$ cat config.mk
export PLATFORM = sky130hd
export DESIGN_NAME = ysyx_23060201_lsu_flat
export DESIGN_NICKNAME = d
export VERILOG_FILES = /design/src/rtl/ysyx_23060201_lsu_if.sv /design/src/rtl/ysyx_23060201_lsu.sv /design/src/flat_wrapper.sv
export SDC_FILE = /design/constraint.sdc
export NUM_CORES = 1
export LEC_CHECK = 0
export ABC_AREA = 1
export CAP_MARGIN = 10
export CELL_PAD_IN_SITES_DETAIL_PLACEMENT = 1
export CELL_PAD_IN_SITES_GLOBAL_PLACEMENT = 1
export CORE_UTILIZATION = 29
export DETAILED_ROUTE_END_ITERATION = 12
export PLACE_DENSITY_LB_ADDON = 0.12
export SLEW_MARGIN = 0
export SYNTH_ARGS = -nofsm -noshare
export SYNTH_HDL_FRONTEND = slang
export SYNTH_SLANG_ARGS = --single-unit
$ cat constraint.sdc
create_clock -name clk -period 4.5 [get_ports clk]
set_input_delay 0.675 -clock clk [delete_from_list [all_inputs] [get_ports clk]]
set_output_delay 0.675 -clock clk [all_outputs]
set_load 0.03 [all_outputs]
$ cat src/rtl/ysyx_23060201_lsu_if.sv
// LSU bundle: EXU request, WBU response and data-memory port; master = LSU side.
// out_misalign exists only when YSYX_23060201_LSU_MISALIGN_EN is defined.
interface ysyx_23060201_lsu_if #(
   parameter int ADDR_WIDTH = 32,
   parameter int DATA_WIDTH = 32
);
   logic                  in_valid;
   logic                  in_ready;
   logic                  in_is_load;
   logic                  in_is_store;
   logic [2:0]            in_funct3;
   logic [ADDR_WIDTH-1:0] in_addr;
   logic [DATA_WIDTH-1:0] in_wdata;
   logic                  out_valid;
   logic                  out_ready;
   logic [DATA_WIDTH-1:0] out_rdata;
`ifdef YSYX_23060201_LSU_MISALIGN_EN
   logic                  out_misalign;
`endif
   logic                  mem_ren;
   logic [ADDR_WIDTH-1:0] mem_raddr;
   logic [7:0]            mem_rmask;
   logic [DATA_WIDTH-1:0] mem_rdata;
   logic                  mem_wen;
   logic [ADDR_WIDTH-1:0] mem_waddr;
   logic [7:0]            mem_wmask;
   logic [DATA_WIDTH-1:0] mem_wdata;

   modport master (
      input  in_valid, in_is_load, in_is_store, in_funct3, in_addr, in_wdata,
      input  out_ready, mem_rdata,
`ifdef YSYX_23060201_LSU_MISALIGN_EN
      output out_misalign,
`endif
      output in_ready, out_valid, out_rdata,
      output mem_ren, mem_raddr, mem_rmask, mem_wen, mem_waddr, mem_wmask, mem_wdata
   );

   modport slave (
      output in_valid, in_is_load, in_is_store, in_funct3, in_addr, in_wdata,
      output out_ready, mem_rdata,
`ifdef YSYX_23060201_LSU_MISALIGN_EN
      input  out_misalign,
`endif
      input  in_ready, out_valid, out_rdata,
      input  mem_ren, mem_raddr, mem_rmask, mem_wen, mem_waddr, mem_wmask, mem_wdata
   );
endinterface

$ cat src/rtl/ysyx_23060201_lsu.sv
// Single-outstanding load/store unit: IDLE->ISSUE->(WAIT)->RESP, load 3 / store 2 cycles to out_valid.
// Holds the result in RESP until out_ready; YSYX_23060201_LSU_MISALIGN_EN adds misalignment trapping.
module ysyx_23060201_lsu #(
   parameter int ADDR_WIDTH = 32,
   parameter int DATA_WIDTH = 32
) (
   input logic                 clk,
   input logic                 rst,
   ysyx_23060201_lsu_if.master bus
);

   typedef enum logic [1:0] {
      S_IDLE  = 2'd0,
      S_ISSUE = 2'd1,
      S_WAIT  = 2'd2,
      S_RESP  = 2'd3
   } state_e;

   state_e                state_q, state_d;
   logic [ADDR_WIDTH-1:0] addr_q;
   logic [2:0]            funct3_q;
   logic [DATA_WIDTH-1:0] wdata_q;
   logic                  is_load_q;
   logic [DATA_WIDTH-1:0] rdata_q, rdata_d;
   logic                  accept;
   logic                  in_misalign;
   logic [1:0]            off;
   logic [3:0]            lane_mask;
   logic [DATA_WIDTH-1:0] rshift;

   assign accept = (state_q == S_IDLE) && bus.in_valid && (bus.in_is_load || bus.in_is_store);

`ifdef YSYX_23060201_LSU_MISALIGN_EN
   logic misalign_q;

   always_comb begin
      in_misalign = 1'b0;
      case (bus.in_funct3)
         3'b001, 3'b101: in_misalign = bus.in_addr[0];
         3'b010:         in_misalign = |bus.in_addr[1:0];
         default:        in_misalign = 1'b0;
      endcase
   end

   always_ff @(posedge clk or posedge rst) begin
      if (rst) begin
         misalign_q <= 1'b0;
      end else if (accept) begin
         misalign_q <= in_misalign;
      end
   end

   assign bus.out_misalign = (state_q == S_RESP) && misalign_q;
`else
   assign in_misalign = 1'b0;
`endif

   always_ff @(posedge clk or posedge rst) begin
      if (rst) begin
         state_q <= S_IDLE;
      end else begin
         state_q <= state_d;
      end
   end

   always_comb begin
      state_d = state_q;
      case (state_q)
         S_IDLE:  if (accept) state_d = in_misalign ? S_RESP : S_ISSUE;
         S_ISSUE: state_d = is_load_q ? S_WAIT : S_RESP;
         S_WAIT:  state_d = S_RESP;
         S_RESP:  if (bus.out_ready) state_d = S_IDLE;
         default: state_d = S_IDLE;
      endcase
   end

   // Lane offset follows the natural alignment: sub-alignment address bits are ignored.
   always_comb begin
      off       = 2'b00;
      lane_mask = 4'b0000;
      case (funct3_q)
         3'b000, 3'b100: begin
            off       = addr_q[1:0];
            lane_mask = 4'b0001 << addr_q[1:0];
         end
         3'b001, 3'b101: begin
            off       = {addr_q[1], 1'b0};
            lane_mask = 4'b0011 << {addr_q[1], 1'b0};
         end
         3'b010:  lane_mask = 4'b1111;
         default: lane_mask = 4'b0000;
      endcase
   end

   assign rshift = bus.mem_rdata >> {off, 3'b000};

   always_comb begin
      rdata_d = '0;
      case (funct3_q)
         3'b000:  rdata_d = {{(DATA_WIDTH-8){rshift[7]}}, rshift[7:0]};
         3'b100:  rdata_d = {{(DATA_WIDTH-8){1'b0}}, rshift[7:0]};
         3'b001:  rdata_d = {{(DATA_WIDTH-16){rshift[15]}}, rshift[15:0]};
         3'b101:  rdata_d = {{(DATA_WIDTH-16){1'b0}}, rshift[15:0]};
         3'b010:  rdata_d = rshift;
         default: rdata_d = '0;
      endcase
   end

   // Result is cleared on accept so stores and trapped requests return 0.
   always_ff @(posedge clk or posedge rst) begin
      if (rst) begin
         addr_q    <= '0;
         funct3_q  <= '0;
         wdata_q   <= '0;
         is_load_q <= 1'b0;
         rdata_q   <= '0;
      end else if (accept) begin
         addr_q    <= bus.in_addr;
         funct3_q  <= bus.in_funct3;
         wdata_q   <= bus.in_wdata;
         is_load_q <= bus.in_is_load;
         rdata_q   <= '0;
      end else if (state_q == S_WAIT) begin
         rdata_q   <= rdata_d;
      end
   end

   always_comb begin
      bus.in_ready  = (state_q == S_IDLE);
      bus.out_valid = (state_q == S_RESP);
      bus.out_rdata = rdata_q;
      bus.mem_ren   = 1'b0;
      bus.mem_raddr = '0;
      bus.mem_rmask = '0;
      bus.mem_wen   = 1'b0;
      bus.mem_waddr = '0;
      bus.mem_wmask = '0;
      bus.mem_wdata = '0;
      if (state_q == S_ISSUE) begin
         if (is_load_q) begin
            bus.mem_ren   = 1'b1;
            bus.mem_raddr = {addr_q[ADDR_WIDTH-1:2], 2'b00};
            bus.mem_rmask = {4'b0000, lane_mask};
         end else begin
            bus.mem_wen   = 1'b1;
            bus.mem_waddr = {addr_q[ADDR_WIDTH-1:2], 2'b00};
            bus.mem_wmask = {4'b0000, lane_mask};
            bus.mem_wdata = wdata_q << {off, 3'b000};
         end
      end
   end

endmodule
$ cat src/flat_wrapper.sv
// flat-port wrapper written by rule: the top's interface ports become plain ports
module ysyx_23060201_lsu_flat 
#(
   parameter int ADDR_WIDTH = 32,
   parameter int DATA_WIDTH = 32
)
  (clk, rst, bus_in_valid, bus_in_is_load, bus_in_is_store, bus_in_funct3, bus_in_addr, bus_in_wdata, bus_out_ready, bus_mem_rdata, bus_in_ready, bus_out_valid, bus_out_rdata, bus_mem_ren, bus_mem_raddr, bus_mem_rmask, bus_mem_wen, bus_mem_waddr, bus_mem_wmask, bus_mem_wdata);
  ysyx_23060201_lsu_if #(.ADDR_WIDTH(ADDR_WIDTH), .DATA_WIDTH(DATA_WIDTH)) bus_i ();
  input logic clk;
  input logic rst;
  input wire logic [$bits(bus_i.in_valid)-1:0] bus_in_valid;
  input wire logic [$bits(bus_i.in_is_load)-1:0] bus_in_is_load;
  input wire logic [$bits(bus_i.in_is_store)-1:0] bus_in_is_store;
  input wire logic [$bits(bus_i.in_funct3)-1:0] bus_in_funct3;
  input wire logic [$bits(bus_i.in_addr)-1:0] bus_in_addr;
  input wire logic [$bits(bus_i.in_wdata)-1:0] bus_in_wdata;
  input wire logic [$bits(bus_i.out_ready)-1:0] bus_out_ready;
  input wire logic [$bits(bus_i.mem_rdata)-1:0] bus_mem_rdata;
  output wire logic [$bits(bus_i.in_ready)-1:0] bus_in_ready;
  output wire logic [$bits(bus_i.out_valid)-1:0] bus_out_valid;
  output wire logic [$bits(bus_i.out_rdata)-1:0] bus_out_rdata;
  output wire logic [$bits(bus_i.mem_ren)-1:0] bus_mem_ren;
  output wire logic [$bits(bus_i.mem_raddr)-1:0] bus_mem_raddr;
  output wire logic [$bits(bus_i.mem_rmask)-1:0] bus_mem_rmask;
  output wire logic [$bits(bus_i.mem_wen)-1:0] bus_mem_wen;
  output wire logic [$bits(bus_i.mem_waddr)-1:0] bus_mem_waddr;
  output wire logic [$bits(bus_i.mem_wmask)-1:0] bus_mem_wmask;
  output wire logic [$bits(bus_i.mem_wdata)-1:0] bus_mem_wdata;
  assign bus_i.in_valid = bus_in_valid;
  assign bus_i.in_is_load = bus_in_is_load;
  assign bus_i.in_is_store = bus_in_is_store;
  assign bus_i.in_funct3 = bus_in_funct3;
  assign bus_i.in_addr = bus_in_addr;
  assign bus_i.in_wdata = bus_in_wdata;
  assign bus_i.out_ready = bus_out_ready;
  assign bus_i.mem_rdata = bus_mem_rdata;
  assign bus_in_ready = bus_i.in_ready;
  assign bus_out_valid = bus_i.out_valid;
  assign bus_out_rdata = bus_i.out_rdata;
  assign bus_mem_ren = bus_i.mem_ren;
  assign bus_mem_raddr = bus_i.mem_raddr;
  assign bus_mem_rmask = bus_i.mem_rmask;
  assign bus_mem_wen = bus_i.mem_wen;
  assign bus_mem_waddr = bus_i.mem_waddr;
  assign bus_mem_wmask = bus_i.mem_wmask;
  assign bus_mem_wdata = bus_i.mem_wdata;
  ysyx_23060201_lsu #(.ADDR_WIDTH(ADDR_WIDTH), .DATA_WIDTH(DATA_WIDTH)) u_core (.clk(clk), .rst(rst), .bus(bus_i));
endmodule
==> out/metrics.csv, run 1 <==
metric;value;unit
peak supply drop;227;uV
largest family of logic cells by synthesized area;simple AND/OR/NAND/NOR gates;
area leader, netlist;dfrtp_1;
Critical Path AT;3.02;ns
fin. max-slew vios;0;
synthesized-area fraction occupied by and/or/nand/nor cells;31.5;%
post-route ant nets;0;
Crit. End Element;primary output;
DR iter-0 viols;265;
CTS Root Buffer Type;clkbuf_16;
Setup TNS;0;ns
worst-path cell chain;nor2_4 -> nand2_4 -> inv_2 -> nand2_1 -> a31oi_1 -> clkdlybuf4s50_1;
nets;1148;
post-route insts no fill;1308;
layout cells sized above 1;3.45;%
final wirelength;21300;um
initial core utilization;29.7;%
Final Cycle Share;82.1;%
post_cts resized;0;
crit-path max FO;42;
clk_lat worst skew;0.35;ns
cts hold-fix bufs;0;
hold_ws;0.473;ns
Routability Congestion;0.825;
status;finished, final reports clean;
switching power;2810;uW
CP peak stage delay;0.71;ns
core area;0.0195;mm^2
Crit path buffers/inverters;2;
area share of the largest cell type after synthesis;44.0;%
H-Tree Depth;3;
PortBufs;240;
Clock Skew;0.00354;ns
Final Hold Vio Count;0;
Hold Crit Class;register to register;
post-route cell area;0.00853;mm^2
initial antenna violation count;1;
DRT Pass-1 Iters;4;
slew margin rel.;21.2;%
Die Span X;143;um
mapped cell area;0.00580;mm^2
vias per cell;4.57;
die height;143;um
Sw Ratio;50.0;%
RSZ-0062 raised after global routing;no;
setup repair bufs after CTS;0;
Synth Instances;834;
Rows;51;
Worst-Margin Slew;1.18;ns
Synth Area in Compound Gates;11.9;%
delay-heaviest family, CP;buffers and inverters;
cts bufs inserted;9;
post-synth cell types;29;
via count;5975;
sequential share of the synthesized area;44.0;%
Post-DP HPWL;15700;um
CP Class;register to primary output;
Avg Synthesized Cell Area;6.95;um^2
Worst-path clk slew;0.07;ns
internal power;2810;uW
combinational power share;58.9;%
setup violators final;0;
CP max-delay cell;clkdlybuf4s50_1;
TritonCTS clock tree;yes;
GRT overflow;0;
total track usage;21.1;%
mux contribution to synthesized area;0;%
largest net degree at the start of global routing;111;
adder-cell share of the synthesized area;0.864;%
yosys warns;0;
Cells after DPL;1293;
Power Density;659;mW/mm^2
sequential share of power;28.0;%
average wire per standard cell;16.3;um
full die area;0.0206;mm^2
synthesis-stage register bit count;102;
clock buffer depth;2;
CP required;3.83;ns
# IOs;253;
Peak Freq;0.271;GHz
Area Overhead vs Synth;47.2;%
Cell Area, Placed;0.00826;mm^2
Synth Area in XOR/XNOR;0;%
post-route minimum period;3.70;ns
Static Leak;0.00400;uW
first-pass GRT wire length;33000;um
clock sink count;102;
Area contributors post-synth;dfrtp_1, nand2_1, o21ai_0;
DRC viols;0;
number of max-cap violations;0;
Startpoint Class;register;
via count of the first global-routing pass;6136;
utilization after layout;43.7;%
Clk pwr share;13.1;%
==> synth_stat cells, drive strengths merged <==
| library cell | n |
|---|---|
| a21oi | 9 |
| a31o | 1 |
| a31oi | 9 |
| a32oi | 8 |
| buf | 42 |
| clkbuf | 21 |
| conb | 1 |
| dfrtp | 102 |
| ha | 4 |
| inv | 82 |
| nand2 | 320 |
| nand3 | 47 |
| nor2 | 88 |
| nor3 | 1 |
| o211ai | 2 |
| o21ai | 96 |
| o21bai | 1 |
==> metal layers <==
| layer | GRT usage [%] | part of all wire [%] | vias to the layer above |
|---|---|---|---|
| li1 | - | - | 2974 |
| met5 | 0 | 0 | - |
| met3 | 5.23 | 7.1 | 19 |
| met2 | 34.2 | 46 | 188 |
| met4 | 6.94 | 1.6 | 0 |
| met1 | 27.3 | 45 | 2794 |
==> state kept, by name, indices dropped and copies added (netlist names) <==
register / cells
u_core.addr_q: 32
u_core.bus.out_rdata: 32
u_core.funct3_q: 3
u_core.is_load_q: 1
u_core.state_q: 2
u_core.wdata_q: 32
==> path summary, 6_finish.rpt <==
check                              startpoint                        to  slack (ns)  cells after the start
max in group asynchronous                 rst         u_core.addr_q[30]        2.84                      3
setup / recovery           u_core.funct3_q[0]         bus_mem_wdata[31]        0.80                      6
setup reg to reg            u_core.state_q[0]   u_core.bus.out_rdata[0]        1.64                      9
min in group asynchronous                 rst  u_core.bus.out_rdata[23]        0.75                      2
hold reg to reg            u_core.wdata_q[25]        u_core.wdata_q[25]        0.47                      2
hold / removal             u_core.wdata_q[25]        u_core.wdata_q[25]        0.47                      2
==> worst reg2reg max path, stage by stage (launching register included) <==
cell	delay, ns
dfrtp_1	0.40
inv_1	0.10
ha_1	0.28
nand2_1	0.13
nor2_4	0.05
inv_1	0.75
o211ai_2	0.41
inv_2	0.45
o211ai_1	0.16
nand2_1	0.08
==> cells by family after synthesis <==
family          after synthesis
simple gates                456
buf+inv                     145
compound gates              126
flops                       102
fa+ha+maj                     4
other cells                   1
==> layout by cell type, fill, tap and decap left out <==
master	instances
a31o_2	1
ha_1	4
nand3_2	1
nor2_4	2
nand2_4	3
nand3_4	1
clkbuf_1	1
nand3_1	45
conb_1	12
o21ai_1	10
clkdlybuf4s50_1	240
o211ai_2	1
nand2_1	314
nor2_1	85
inv_1	78
buf_4	6
a21oi_1	9
nor3_1	1
a32oi_1	8
inv_2	2
clkbuf_8	1
o211ai_1	1
nand2_2	3
inv_4	2
diode_2	1
o21bai_1	1
dfrtp_1	102
clkinvlp_4	3
clkbuf_16	9
a31oi_1	9
o21ai_0	86
nor2_2	1
==> stage by stage <==
| step | total power (uW) | worst slack (ns) |
|---|---|---|
| global route | 6070 | 0.560 |
| detailed placement | 4930 | 1.17 |
| global placement | 4880 | 1.18 |
| finish | 5620 | 0.804 |
| CTS | 5690 | 0.772 |
| floorplan | 3760 | 1.15 |
==> power by group through the flow <==
stage	Sequential [uW]	Clock, uW	Combinational, uW
2_1_floorplan	1680	0	2080
6_report	1580	734	3310
3_3_place_gp	1580	0	3300
3_5_place_dp	1590	0	3350
5_1_grt	1630	787	3660
4_1_cts	1580	757	3360
==> cell type report <==
cell class | instances | area (um^2)
fill | 2483 | 11000
inverter | 82 | 313
timing repair buffer | 246 | 2450
sequential | 102 | 2550
multi-input combinational | 598 | 2620
antenna | 1 | 2.50
tap | 265 | 332
clock buffer | 11 | 243
clock inverter | 3 | 22.5
No activity file was read; power rests on OpenSTA's default activity.
==> run 2, diff against run 1 <==
==> constraint.sdc (replaced) <==
create_clock -name clk -period 3.46 [get_ports clk]
set_input_delay 0.519 -clock clk [delete_from_list [all_inputs] [get_ports clk]]
set_output_delay 0.519 -clock clk [all_outputs]
set_load 0.03 [all_outputs]
==> run 2 against run 1 <==
Against the previous run: clock power is 38% higher; combinational power is 28% higher; worst hold slack better by 0.0043 ns; clock-buffer cell count stayed put; via count is 0.22% lower; sequential share of layout area is 0.075 points higher; setup slack worse by 0.63 ns; sequential power is 29% higher; register-to-register slack worse by 0.65 ns; final area is 0.25% lower; flip-flop and latch count stayed put; first-iteration DRC count is 13% higher; largest power group unchanged.
==> out/metrics.csv, run 2 (same netlist as run 1, synthesis figures left out) <==
metric;value;unit
status;finished, final reports clean;
nets;1151;
Routability Congestion;0.873;
Crit. End Element;primary output;
crit-path max FO;48;
cts hold-fix bufs;0;
CP max-delay cell;clkdlybuf4s50_1;
Peak Freq;0.305;GHz
Critical Path AT;2.76;ns
H-Tree Depth;3;
setup violators final;0;
Area Overhead vs Synth;46.8;%
core area;0.0195;mm^2
DP Worst Slack;0.529;ns
CP required;2.94;ns
r2r worst-path depth;9;
clk_lat worst skew;0.35;ns
post_cts resized;0;
post-route minimum period;3.28;ns
clock buffer depth;2;
first-pass GRT wire length;32300;um
Final Hold Vio Count;0;
Setup TNS;0;ns
via count of the first global-routing pass;5972;
total track usage;20.5;%
Final Cycle Share;94.8;%
CTS Root Buffer Type;clkbuf_16;
initial core utilization;29.7;%
RSZ-0062 raised after global routing;no;
utilization after layout;43.6;%
die height;143;um
hold depth;2;
Post-DP HPWL;15600;um
ANT cells;0;
# IOs;253;
post-route insts no fill;1312;
Clock Skew;0.00629;ns
DRC viols;0;
clock sink count;102;
worst-path cell chain;inv_1 -> nand3_1 -> nand2_4 -> inv_4 -> nand2_4 -> a32oi_1 -> clkdlybuf4s50_1;
peak supply drop;332;uV
vias per cell;4.54;
post-route ant nets;0;
final wirelength;20700;um
Hold Crit Class;register to register;
fin. max-slew vios;0;
Die Span X;143;um
Setup WS post-layout;0.178;ns
GRT overflow;0;
DRT Pass-1 Iters;4;
Worst-path clk slew;0.07;ns
most frequent cells in the layout;nand2_1, clkdlybuf4s50_1, dfrtp_1;
layout cells sized above 1;7.64;%
CP most frequent cell;nand2_4;
Power Density;859;mW/mm^2
average wire per standard cell;15.7;um
full die area;0.0206;mm^2
CP peak stage delay;0.71;ns
Rows;51;
via count;5962;
Startpoint Class;register;
Final Power;7310;uW
TritonCTS clock tree;yes;
Static Leak;0.00412;uW
cts bufs inserted;9;
PortBufs;240;
Worst-Margin Slew;1.03;ns
CP Class;register to primary output;
DR iter-0 viols;299;
Cells after DPL;1296;
number of max-cap violations;0;
slew margin rel.;31.4;%
most common cell after layout, fill and taps aside;nand2_1;
largest net degree at the start of global routing;74;
initial antenna violation count;0;
setup repair bufs after CTS;0;
## run 2: stage by stage
stage	instance area, um^2	hold WS [ns]
finish	8510	0.477
detailed placement	8220	0.459
global placement	8220	0.459
global route	8510	0.500
floorplan	5840	0.442
CTS	8510	0.479
## run 2: worst max-delay path, delay by kind of cell, from the launching register on
family,cells,cell delay (ns)
compound gates,1,0.22
buf+inv,3,1.22
simple gates,3,0.53
flops,1,0.42
## run 2: cell type report
| cell class | count | area, um^2 |
|---|---|---|
| clock buffer | 11 | 253 |
| clock inverter | 5 | 41.3 |
| fill | 2454 | 11000 |
| inverter | 82 | 313 |
| multi-input combinational | 598 | 2620 |
| sequential | 102 | 2550 |
| tap | 265 | 332 |
| timing repair buffer | 249 | 2400 |
## run 2: power breakdown
part / internal, uW / total, uW / switching, uW
combinational: 1410 / 4250 / 2850
clock: 533 / 1010 / 479
sequential: 1710 / 2040 / 329
total: 3660 / 7310 / 3650
## run 2: final timing paths
check / startpoint / endpoint / slack [ns]
worst max-delay path: u_core.funct3_q[1] / bus_mem_wdata[22] / 0.18
worst min-delay path: u_core.wdata_q[31] / u_core.wdata_q[31] / 0.48
worst max register to register: u_core.funct3_q[0] / u_core.bus.out_rdata[10] / 0.99
worst min register to register: u_core.wdata_q[31] / u_core.wdata_q[31] / 0.48
max in group asynchronous: rst / u_core.wdata_q[11] / 2.13
min in group asynchronous: rst / u_core.addr_q[23] / 0.60
## run 2: layer usage
layer  vias up  GRT usage (%)  wire, um
li1       2984              -         -
met5         -              0         0
met3        16           4.13      1260
met4         0           5.77       286
met2       186           32.9      9420
met1      2776           27.8      9690
